===== src/rtl/fmap_pkg.sv =====
// rtl/fmap_pkg.sv - shared feature-map geometry helpers and types for the conv layer chain
package fmap_pkg;

    localparam int SAMPLE_W = 8;

    typedef enum logic [1:0] {
        ST_IDLE   = 2'd0,
        ST_CLEAR  = 2'd1,
        ST_STREAM = 2'd2
    } fmap_state_t;

    function automatic int padded_dim(input int n, input int pad);
        return n + 2 * pad;
    endfunction

    function automatic int map_size(input int ch, input int h, input int w);
        return ch * h * w;
    endfunction

    // Counter width for a bound, never below one bit.
    function automatic int cnt_w(input int n);
        return (n > 1) ? $clog2(n) : 1;
    endfunction

endpackage


===== src/rtl/conv_fmap_writer_if.sv =====
// rtl/conv_fmap_writer_if.sv - result stream in, padded feature-map RAM write port out
interface conv_fmap_writer_if #(
    parameter int AW = 6
);
    import fmap_pkg::*;

    logic                start;
    logic [SAMPLE_W-1:0] in_data;
    logic                in_valid;
    logic                ready;
    logic                busy;
    logic                done;
    logic                err_overflow;
    logic [SAMPLE_W-1:0] out_data;
    logic                out_we;
    logic [AW-1:0]       out_addr;

    modport slave (
        input  start, in_data, in_valid,
        output ready, busy, done, err_overflow, out_data, out_we, out_addr
    );

    modport master (
        output start, in_data, in_valid,
        input  ready, busy, done, err_overflow, out_data, out_we, out_addr
    );

endinterface


===== src/rtl/conv_fmap_writer.sv =====
// rtl/conv_fmap_writer.sv - zero-fills the padded next-layer map, then scatters conv results into its interior
module conv_fmap_writer
    import fmap_pkg::*;
#(
    parameter int CHANNELS  = 32,
    parameter int IN_WIDTH  = 28,
    parameter int IN_HEIGHT = 28,
    parameter int PAD       = 1
) (
    input  logic              clk,
    input  logic              rstn,
    conv_fmap_writer_if.slave bus
);

    localparam int PW       = padded_dim(IN_WIDTH, PAD);
    localparam int PH       = padded_dim(IN_HEIGHT, PAD);
    localparam int MAP_SIZE = map_size(CHANNELS, PH, PW);
    localparam int AW       = $clog2(MAP_SIZE);
    localparam int CW       = cnt_w(IN_WIDTH);
    localparam int RW       = cnt_w(IN_HEIGHT);
    localparam int CHW      = cnt_w(CHANNELS);
    localparam int FIRST    = PAD * PW + PAD;
    localparam int STEP_ROW = 2 * PAD + 1;
    localparam int STEP_CH  = 2 * PAD * PW + 2 * PAD + 1;

    fmap_state_t         state_q;
    logic [AW-1:0]       addr_q, addr_d;
    logic [CW-1:0]       col_q;
    logic [RW-1:0]       row_q;
    logic [CHW-1:0]      ch_q;
    logic                out_we_q;
    logic [SAMPLE_W-1:0] out_data_q;
    logic [AW-1:0]       out_addr_q;
    logic                last_wr_q;
    logic                done_q;
    logic                err_q;
    logic                last_col, last_row, last_ch;

    // The cursor skips the right/left border pair at row ends and the bottom/top border rows at channel ends.
    always_comb begin
        last_col = (col_q == CW'(IN_WIDTH - 1));
        last_row = (row_q == RW'(IN_HEIGHT - 1));
        last_ch  = (ch_q == CHW'(CHANNELS - 1));
        addr_d   = addr_q + AW'(1);
        if (last_col && !last_row) begin
            addr_d = addr_q + AW'(STEP_ROW);
        end else if (last_col && last_row) begin
            addr_d = addr_q + AW'(STEP_CH);
        end
    end

    always_ff @(posedge clk or negedge rstn) begin
        if (!rstn) begin
            state_q    <= ST_IDLE;
            addr_q     <= '0;
            col_q      <= '0;
            row_q      <= '0;
            ch_q       <= '0;
            out_we_q   <= 1'b0;
            out_data_q <= '0;
            out_addr_q <= '0;
            last_wr_q  <= 1'b0;
            done_q     <= 1'b0;
            err_q      <= 1'b0;
        end else begin
            out_we_q  <= 1'b0;
            last_wr_q <= 1'b0;
            done_q    <= last_wr_q;
            case (state_q)
                ST_IDLE: begin
                    if (bus.start) begin
                        err_q      <= 1'b0;
                        out_addr_q <= '0;
                        out_data_q <= '0;
                        out_we_q   <= 1'b1;
                        state_q    <= ST_CLEAR;
                    end else if (bus.in_valid) begin
                        err_q <= 1'b1;
                    end
                end
                ST_CLEAR: begin
                    if (bus.in_valid) begin
                        err_q <= 1'b1;
                    end
                    if (out_addr_q == AW'(MAP_SIZE - 1)) begin
                        addr_q  <= AW'(FIRST);
                        col_q   <= '0;
                        row_q   <= '0;
                        ch_q    <= '0;
                        state_q <= ST_STREAM;
                    end else begin
                        out_addr_q <= out_addr_q + AW'(1);
                        out_data_q <= '0;
                        out_we_q   <= 1'b1;
                    end
                end
                ST_STREAM: begin
                    if (bus.in_valid) begin
                        out_we_q   <= 1'b1;
                        out_data_q <= bus.in_data;
                        out_addr_q <= addr_q;
                        addr_q     <= addr_d;
                        if (!last_col) begin
                            col_q <= col_q + CW'(1);
                        end else begin
                            col_q <= '0;
                            if (!last_row) begin
                                row_q <= row_q + RW'(1);
                            end else begin
                                row_q <= '0;
                                ch_q  <= ch_q + CHW'(1);
                            end
                        end
                        // Leave STREAM as the final write issues so nothing after it is mistaken for data.
                        if (last_col && last_row && last_ch) begin
                            last_wr_q <= 1'b1;
                            state_q   <= ST_IDLE;
                        end
                    end
                end
                default: state_q <= ST_IDLE;
            endcase
        end
    end

    assign bus.ready        = (state_q == ST_STREAM);
    assign bus.busy         = (state_q != ST_IDLE);
    assign bus.done         = done_q;
    assign bus.err_overflow = err_q;
    assign bus.out_data     = out_data_q;
    assign bus.out_we       = out_we_q;
    assign bus.out_addr     = out_addr_q;

endmodule


===== src/flat_wrapper.sv =====
// flat-port wrapper written by rule: the top's interface ports become plain ports
module conv_fmap_writer_flat import fmap_pkg::*;
#(
    parameter int CHANNELS  = 32,
    parameter int IN_WIDTH  = 28,
    parameter int IN_HEIGHT = 28,
    parameter int PAD       = 1
)
  (clk, rstn, bus_start, bus_in_data, bus_in_valid, bus_ready, bus_busy, bus_done, bus_err_overflow, bus_out_data, bus_out_we, bus_out_addr);
  conv_fmap_writer_if #(.AW(($clog2((CHANNELS * (IN_HEIGHT + 2 * PAD) * (IN_WIDTH + 2 * PAD)))))) bus_i ();
  input  logic clk;
  input  logic rstn;
  input wire logic [$bits(bus_i.start)-1:0] bus_start;
  input wire logic [$bits(bus_i.in_data)-1:0] bus_in_data;
  input wire logic [$bits(bus_i.in_valid)-1:0] bus_in_valid;
  output wire logic [$bits(bus_i.ready)-1:0] bus_ready;
  output wire logic [$bits(bus_i.busy)-1:0] bus_busy;
  output wire logic [$bits(bus_i.done)-1:0] bus_done;
  output wire logic [$bits(bus_i.err_overflow)-1:0] bus_err_overflow;
  output wire logic [$bits(bus_i.out_data)-1:0] bus_out_data;
  output wire logic [$bits(bus_i.out_we)-1:0] bus_out_we;
  output wire logic [$bits(bus_i.out_addr)-1:0] bus_out_addr;
  assign bus_i.start = bus_start;
  assign bus_i.in_data = bus_in_data;
  assign bus_i.in_valid = bus_in_valid;
  assign bus_ready = bus_i.ready;
  assign bus_busy = bus_i.busy;
  assign bus_done = bus_i.done;
  assign bus_err_overflow = bus_i.err_overflow;
  assign bus_out_data = bus_i.out_data;
  assign bus_out_we = bus_i.out_we;
  assign bus_out_addr = bus_i.out_addr;
  conv_fmap_writer #(.CHANNELS(CHANNELS), .IN_WIDTH(IN_WIDTH), .IN_HEIGHT(IN_HEIGHT), .PAD(PAD)) u_core (.clk(clk), .rstn(rstn), .bus(bus_i));
endmodule

===== config.mk =====
export PLATFORM = sky130hd
export DESIGN_NAME = conv_fmap_writer_flat
export DESIGN_NICKNAME = d
export VERILOG_FILES = /design/src/rtl/fmap_pkg.sv /design/src/rtl/conv_fmap_writer_if.sv /design/src/rtl/conv_fmap_writer.sv /design/src/flat_wrapper.sv
export SDC_FILE = /design/constraint.sdc
export NUM_CORES = 1
export LEC_CHECK = 0
export CAP_MARGIN = 20
export CORE_MARGIN = 4
export CORE_UTILIZATION = 35
export CTS_CLUSTER_DIAMETER = 30
export CTS_CLUSTER_SIZE = 40
export DETAILED_ROUTE_END_ITERATION = 8
export SLEW_MARGIN = 5
export SYNTH_ARGS = -nofsm -noshare
export SYNTH_HDL_FRONTEND = slang
export SYNTH_SLANG_ARGS = --single-unit

===== constraint.sdc =====
create_clock -name clk -period 6.2 [get_ports clk]
set_input_delay 0.62 -clock clk [delete_from_list [all_inputs] [get_ports clk]]
set_output_delay 0.62 -clock clk [all_outputs]
set_load 0.02 [all_outputs]

==> reports/qor.txt <==
Vias in the first global route = 2945
GR Layer Usage met3 = 0.0402
Fin Hold WS = 0.349 ns
Critical path arrival = 3.64 ns
#FFs+latches synth = 59
Sequential fraction of the synthesis area = 0.425
Final TNS setup = 0 ns
Post-CTS setup buffer count = 0
GR Util met2 = 0.253
CTS tree = yes
Setup Viol. Count Final = 0
Port bufs = 39
Initial antenna violation count = 0
Crit path top cell by count = ha_1
Tmin final = 3.46 ns
CTS H-tree lvls = 3
Status = completed
Hold Crit Class = flip-flop to flip-flop
Antenna diodes = 0
Total of max-cap violations = 0
Residual DRC = 0
Distinct cells, synth = 57
Post-synth EDFFs = 0
Max-slew violation count = 0
Most frequent cells in the layout = dfrtp_1 (59), nand2_1 (51), clkdlybuf4s50_1 (38)
Clock buffer depth = 2
Vias = 3097
GP Congestion = 0.804
Synthesized netlist net count = 415
Pwr/cell area = 263 nW/µm²
Clock tree root buffer cell = clkbuf_8
DRT Pass-1 Iters = 5
Final Cycle Share = 0.558
Final instance area = 4170 µm²
Total GRT Usage = 0.161
I/O pin total = 40
Total power = 0.00110 W
Peak VDD IR = 0.217 mV
Die height = 108 µm
Met1 Usage GRT = 0.223
Final nets = 452
Reg area = 1480 µm²
GR peak layer = met2
Area Overhead vs Synth = 20.2%
Die area = 11600 µm²
Most common cell after layout, fill and taps aside = dfrtp_1
Initial drt markers = 140
Clk pin slew, worst setup/hold paths = 0.07 ns
Starting Density = 0.357
Worst relative slew slack = 0.324
Synthesis warning total = 0
Setup crit end kind = flip-flop
Fin. Hold Viols = 0
Drt wl/cell = 15.7 µm
CP Max Fanout = 10
Post-route ant nets = 0
Layout cells sized above 1 = 0.0723
TritonCTS buffer count = 9
RSZ-0062 raised after global routing = false
Post-synth ARST share = 1.00
CP max stage cell = o31ai_1
P_leak = 1.76 nW
Slowest stage delay, CP = 0.81 ns
Vias/cell = 5.51
Clk_skew = 0.00637 ns
Syn_area_per_cell = 8.97 µm²
Post_cts resized = 0
Core area = 9730 µm²
Die X = 108 µm
Synth Instances = 387
Clock Latency Late Sink = 0.34 ns
Pin count of the biggest net entering global routing = 60
Clock sink count = 59
Max Fclk = 289 MHz
# rows = 36
First-pass GRT wire length = 14800 µm
Cell chain of the critical path = ha_1 -> and4b_1 -> inv_1 -> nor2_1 -> ha_1 -> nor2b_1 -> o31a_1 -> o31ai_1 -> or4_1 -> a21oi_1
CP required = 6.38 ns
Setup Crit Path Kind = flip-flop to flip-flop
Filler cells = 974
Synth Flop Type = dfrtp_1
Multi-input logic area = 1860 µm²
Grt ovf = 0
Worst slew pin tran = 1.01 ns
Hold_buf cts = 0
Cell Area, Synth = 3470 µm²
Final HPWL DP = 6030 µm
Final wirelength = 8820 µm
Post-Place Cell Area = 3970 µm²
Setup crit start kind = flip-flop
metrics by stage:
stage	std cells	worst slack [ns]	utilization
global route	562	2.47	0.429
global placement	545	3.01	0.408
CTS	561	2.83	0.428
detailed placement	545	2.84	0.408
floorplan	387	3.29	-
finish	562	2.74	0.429
metal layers:
metal,part of all wire,up-vias
li1,-,1516
met1,0.46,1478
met2,0.46,91
met3,0.069,12
met4,0.012,0
met5,0,-
sequential cells by signal, summed over array words and instances (netlist names):
register / count
u_core.addr_q: 15
u_core.bus.done: 1
u_core.bus.err_overflow: 1
u_core.bus.out_addr: 15
u_core.bus.out_data: 8
u_core.bus.out_we: 1
u_core.ch_q: 5
u_core.col_q: 5
u_core.last_wr_q: 1
u_core.row_q: 5
u_core.state_q: 2
worst paths after layout:
| path | start | slack, ns | end | cells past startpoint |
|---|---|---|---|---|
| worst max-delay path | u_core.col_q[0] | 2.74 | u_core.addr_q[10] | 10 |
| worst min-delay path | u_core.last_wr_q | 0.35 | u_core.bus.done | 0 |
| worst max register to register | u_core.col_q[0] | 2.74 | u_core.addr_q[10] | 10 |
| worst min register to register | u_core.last_wr_q | 0.35 | u_core.bus.done | 0 |
| max in group asynchronous | rstn | 5.26 | u_core.row_q[0] | 2 |
| min in group asynchronous | rstn | 0.44 | u_core.bus.out_addr[10] | 2 |
synthesized netlist by cell type (2+ instances only):
master | number | area (µm²)
nor3_1 | 6 | 30.0
a22oi_1 | 6 | 45.0
nand2_1 | 51 | 191
and2_1 | 2 | 12.5
nor4_1 | 4 | 25.0
o21ai_0 | 33 | 165
or2_2 | 5 | 31.3
nor2_1 | 29 | 109
o22ai_1 | 2 | 12.5
o21a_1 | 2 | 15.0
or4_1 | 8 | 60.1
xnor2_1 | 3 | 26.3
inv_1 | 19 | 71.3
a2bb2oi_1 | 4 | 35.0
clkbuf_1 | 15 | 56.3
o31a_1 | 6 | 52.6
a21oi_1 | 20 | 100
nand4_1 | 8 | 50.1
a32o_1 | 3 | 30.0
a211oi_1 | 2 | 15.0
and4b_1 | 2 | 20.0
nand3_1 | 22 | 110
ha_1 | 15 | 188
and3_1 | 5 | 31.3
xor2_1 | 4 | 35.0
or3_1 | 2 | 12.5
a21o_1 | 2 | 15.0
a22o_1 | 8 | 70.1
a31oi_1 | 5 | 31.3
a221o_1 | 2 | 20.0
dfrtp_1 | 59 | 1480
o31ai_1 | 8 | 60.1
area by class of cell:
class                           count  share of cell area
Sequential cell                    59               0.354
Clock inverter                      5              0.0126
Multi-Input combinational cell    293               0.445
Timing Repair Buffer               42              0.0978
Clock buffer                       11              0.0339
Inverter                           19              0.0171
Tap cell                          133              0.0399
power by group:
group | switching, W | internal [W]
Combinational | 0.000224 | 0.000102
Sequential | 0.0000202 | 0.000404
Clock | 0.000155 | 0.000194
Total | 0.000399 | 0.000700
cells by family (layout without fill, tap and decap cells):
group | after synthesis | in the layout | synth area share
and+or+nand+nor | 152 | 152 | 0.222
AOI/OAI and AO/OA | 117 | 117 | 0.232
DFF | 59 | 59 | 0.425
buffers and inverters | 35 | 77 | 0.0400
adders and majority gates | 16 | 16 | 0.0598
xor gates and xnor gates | 7 | 7 | 0.0177
muxes | 1 | 1 | 0.00324
critical path, delay by kind of cell (launching register included):
kind	cells	cell delay, ns
buf+inv	1	0.11
fa+ha+maj	2	0.58
flops	1	0.45
compound gates	3	1.13
simple gates	4	1.02
Power figures use the tool's default switching activity.
